**src/rtl/up_counter.sv**
```systemverilog
// up_counter: parameterised binary up/down counter with asynchronous active-low reset,
// synchronous clear/load/enable, a combinational terminal-count flag and a registered
// wrap pulse.
//
// Build option: define COUNTER_SATURATE_EN to make the counter stop at its limit
// (all-ones counting up, zero counting down) instead of wrapping. In that build wrap
// never asserts.
module up_counter #(
  parameter int unsigned            CNTR_WIDTH = 4,
  parameter logic [CNTR_WIDTH-1:0]  RST_VAL    = '0
) (
  input  logic                  clk,
  input  logic                  rst_n,
  input  logic                  en,
  input  logic                  clr,
  input  logic                  load,
  input  logic [CNTR_WIDTH-1:0] load_val,
  input  logic                  up,
  output logic [CNTR_WIDTH-1:0] cntr,
  output logic                  tc,
  output logic                  wrap
);

  // Reject widths outside the supported range at elaboration time.
  if (CNTR_WIDTH < 1 || CNTR_WIDTH > 32) begin : gen_bad_width
    $error("up_counter: CNTR_WIDTH must be in 1..32");
  end

  localparam logic [CNTR_WIDTH-1:0] One = CNTR_WIDTH'(1);

  logic [CNTR_WIDTH-1:0] cntr_q, cntr_d;
  logic                  wrap_q, wrap_d;
  logic                  all_ones;
  logic                  is_zero;

  assign all_ones = &cntr_q;
  assign is_zero  = ~|cntr_q;

  // Next-state selection: clear beats load beats counting; disabled counting holds.
  always_comb begin
    cntr_d = cntr_q;
    wrap_d = 1'b0;
    if (clr) begin
      cntr_d = RST_VAL;
    end else if (load) begin
      cntr_d = load_val;
    end else if (en) begin
`ifdef COUNTER_SATURATE_EN
      // Hold at the limit in the direction of travel; never flag a wrap.
      if (up) begin
        if (!all_ones) cntr_d = cntr_q + One;
      end else begin
        if (!is_zero) cntr_d = cntr_q - One;
      end
`else
      // Modulo arithmetic; the carry/borrow out only drives the wrap pulse.
      if (up) begin
        cntr_d = cntr_q + One;
        wrap_d = all_ones;
      end else begin
        cntr_d = cntr_q - One;
        wrap_d = is_zero;
      end
`endif
    end
  end

  // State registers with asynchronous reset to the configured start value.
  always_ff @(posedge clk or negedge rst_n) begin
    if (!rst_n) begin
      cntr_q <= RST_VAL;
      wrap_q <= 1'b0;
    end else begin
      cntr_q <= cntr_d;
      wrap_q <= wrap_d;
    end
  end

  // Outputs: tc is purely combinational on the current count and direction.
  always_comb begin
    cntr = cntr_q;
    tc   = up ? all_ones : is_zero;
`ifdef COUNTER_SATURATE_EN
    wrap = 1'b0;
`else
    wrap = wrap_q;
`endif
  end

endmodule

```
**config.mk**
```make
export PLATFORM = sky130hd
export DESIGN_NAME = up_counter
export DESIGN_NICKNAME = d
export VERILOG_FILES = /design/src/rtl/up_counter.sv
export SDC_FILE = /design/constraint.sdc
export NUM_CORES = 1
export LEC_CHECK = 0
export CORE_AREA = 2 2 39 41
export CTS_CLUSTER_DIAMETER = 120
export DETAILED_ROUTE_END_ITERATION = 7
export DIE_AREA = 0 0 41 43
export PLACE_DENSITY_LB_ADDON = 0.12
export SYNTH_ARGS = -nofsm -noshare
export SYNTH_HDL_FRONTEND = slang
export SYNTH_SLANG_ARGS = --single-unit
```
**constraint.sdc**
```tcl
create_clock -name clk -period 5.05 [get_ports clk]
set_clock_uncertainty 0.2 [all_clocks]
set_input_delay 1.01 -clock clk [delete_from_list [all_inputs] [get_ports clk]]
set_output_delay 1.01 -clock clk [all_outputs]
set_load 0.05 [all_outputs]
```
==> results by group <==
Synth
  • Seq cells post-synth: 5
  • Total number of yosys warnings: 0
  • Synth unique cells: 22
  • Synth Instances: 41
  • Post-synth net total: 54
  • Post-synth design cell area: 359 sq um
  • Sequential area share after synthesis: 0.348
  • Avg Cell Area, Syn: 8.76 sq um

STA
  • # setup viols final: 0
  • Min cycle time layout: approximately 3.8 ns
  • Slew Limit Fails: 0
  • Slew @ Worst Pin: between 0.4 and 0.5 ns
  • Period Utilization, post-route: 0.755
  • Hold_ws: approximately 0.49 ns
  • Fmax: ~260 MHz
  • Setup TNS: 0 ns
  • Max-slew headroom: 0.667
  • Fin. Hold Viols: 0
  • RSZ-0062 raised after global routing: false

Routing
  • Via Count: about 340
  • Drt pass-1 iters: 2
  • Drt drc: 0
  • Via/cell ratio: roughly 4.6
  • Post-Route WL: 805 um
  • DR iter-0 viols: 12
  • Wire per inst: between 10 and 15 um
  • Antenna viol nets, final: 0

Global route
  • Total gr overflow: 0
  • First-pass GRT wire length: around 1400 um
  • Total track usage: 0.119
  • Vias in the first global route: around 320
  • Largest net degree at the start of global routing: 11
  • Initial antenna violation count: 0

Clock tree
  • Clock sink count: 5
  • Clk Latency, worst-skew pair: about 0.24 ns
  • H-Tree Level Count: 1
  • Post-CTS Setup Bufs: 0
  • Cts repair resizes: 0
  • Clk slew on worst S/H paths: about 0.040 ns
  • Cts hold-fix bufs: 0
  • CTS tree: done
  • Root Buffer: clkbuf_4
  • Total CTS buffers: 3
  • Clock buffer depth: 2

Final layout
  • ANT cells: 0
  • Fill cell count: 157
  • Footprint of the multi-input gates: around 220 sq um
  • FF+latch area: ~130 sq um
  • Share of layout cells above drive strength 1: 0.103
  • Nets: roughly 70
  • Area growth syn-to-layout: 52.3%

Worst setup path
  • Crit start category: primary input
  • CP arrival: ~2.6 ns
  • CP peak stage delay: 0.82 ns
  • CP Cell Sequence: clkdlybuf4s50_1, inv_1, o21ai_1, clkdlybuf4s50_1
  • Data required time of the worst path: 3.84 ns
  • CP Max Fanout: 6
  • Most frequent CP cell: clkdlybuf4s50_1
  • Max stage delay cell, worst path: clkdlybuf4s50_1
  • Crit end category: output port
  • Crit Path Category: in2out

Placed design
  • PortBufs: 15
  • Detailed placer's ending HPWL: 639 um
  • GP Congestion: between 0.6 and 0.7

Power and ir drop
  • LEAKAGE: ~0.23 nW
  • Peak supply drop: between 0.00009 and 0.0001 V
  • Pwr Density: ~260 mW/mm^2

Floorplanning
  • # IOs: 16
  • Core Region: approximately 0.0014 sq mm
  • Starting density of the core: 0.259
  • Die ar.: 0.00176 sq mm
  • Die height: between 40 and 50 um
  • FP Rows: 14
  • Die Wd: 41 um

Min path
  • Tightest Hold Check Type: reg2reg

Outcome
  • Status: completed

Job
  • MaxCap Viol Count: 0
==> final timing paths <==
kind	startpoint	endpoint	slack, ns	cells past startpoint
max in group asynchronous	rst_n	cntr[2]	3.67	1
hold reg to reg	cntr[3]	cntr[3]	0.49	2
min in group asynchronous	rst_n	cntr[3]	0.79	1
hold / removal	cntr[3]	cntr[3]	0.49	2
setup reg to reg	cntr[2]	cntr[3]	3.08	5
setup / recovery	up	tc	1.24	4
==> cells by family after synthesis <==
kind of cell               after synthesis  share of synthesized area
AOI/OAI and AO/OA                        9                      0.143
xor gates and xnor gates                 2                     0.0488
adders and majority gates                3                      0.125
buffers and inverters                    4                     0.0453
DFF                                      5                      0.348
muxes                                    1                     0.0279
and+or+nand+nor                         17                      0.261
==> Yosys cell counts, drive strengths merged <==
cell    n  area (sq um)
or4     1          7.51
nor2    7          26.3
and3    2          12.5
xnor2   2          17.5
nand4   1          6.26
and4    1          11.3
nand2   2          7.51
buf     1          5.00
ha      2          25.0
nor4    1          6.26
dfrtp   5           125
a21oi   6          33.8
a211oi  1          7.51
fa      1          20.0
clkbuf  1          3.75
mux2i   1          10.0
inv     2          7.51
nand3   1          10.0
o21ai   2          10.0
nor2b   1          6.26
==> placed cells by master (no fill, tap or decap), types with 2 or more instances in the layout <==
cell type / instances
clkbuf_4: 3
nand2_1: 2
and3_1: 2
ha_1: 2
inv_1: 2
xnor2_1: 2
a21oi_1: 5
dfrtp_1: 5
nor2_1: 7
clkdlybuf4s50_1: 15
==> flip-flops by register name, summed over array words and instances, names as in the netlist <==
register / cells
wrap: 1
cntr: 4
==> power by group <==
group	internal (mW)	switching, mW	total (mW)
Combinational	0.0217	0.0265	0.0483
Clock	0.0299	0.0163	0.0462
Sequential	0.0429	0.00438	0.0473
Total	0.0945	0.0472	0.142
==> layout make-up <==
| cell class | instances | area share |
|---|---|---|
| well taps | 16 | 0.0366 |
| multi-input cells | 32 | 0.398 |
| inverters | 2 | 0.0137 |
| repair buffers | 15 | 0.275 |
| clock buffers | 4 | 0.0481 |
| flip-flops and latches | 5 | 0.229 |
==> critical path, delay by kind of cell <==
family          cells  cell delay (ns)
buf+inv             3             1.40
compound gates      1             0.18
==> metrics by stage <==
stage / instances / setup WS (ns) / instance area, sq um / util / power, mW
finish: 74 / 1.24 / 547 / 0.395 / 0.142
global route: 74 / 1.11 / 547 / 0.395 / 0.152
CTS: 74 / 1.22 / 547 / 0.395 / 0.144
detailed placement: 70 / 1.22 / 520 / 0.376 / 0.0963
global placement: 70 / 1.24 / 520 / 0.376 / 0.0968
floorplan: 41 / 1.99 / 359 / - / 0.0779
==> metal layers <==
metal	up-vias	wire length (um)	global-route usage
met5	-	0	0
met4	0	0	0.0400
met3	0	37	0.0628
met2	13	395	0.175
met1	154	371	0.144
li1	176	-	-
(Power assumes the default switching activity.)
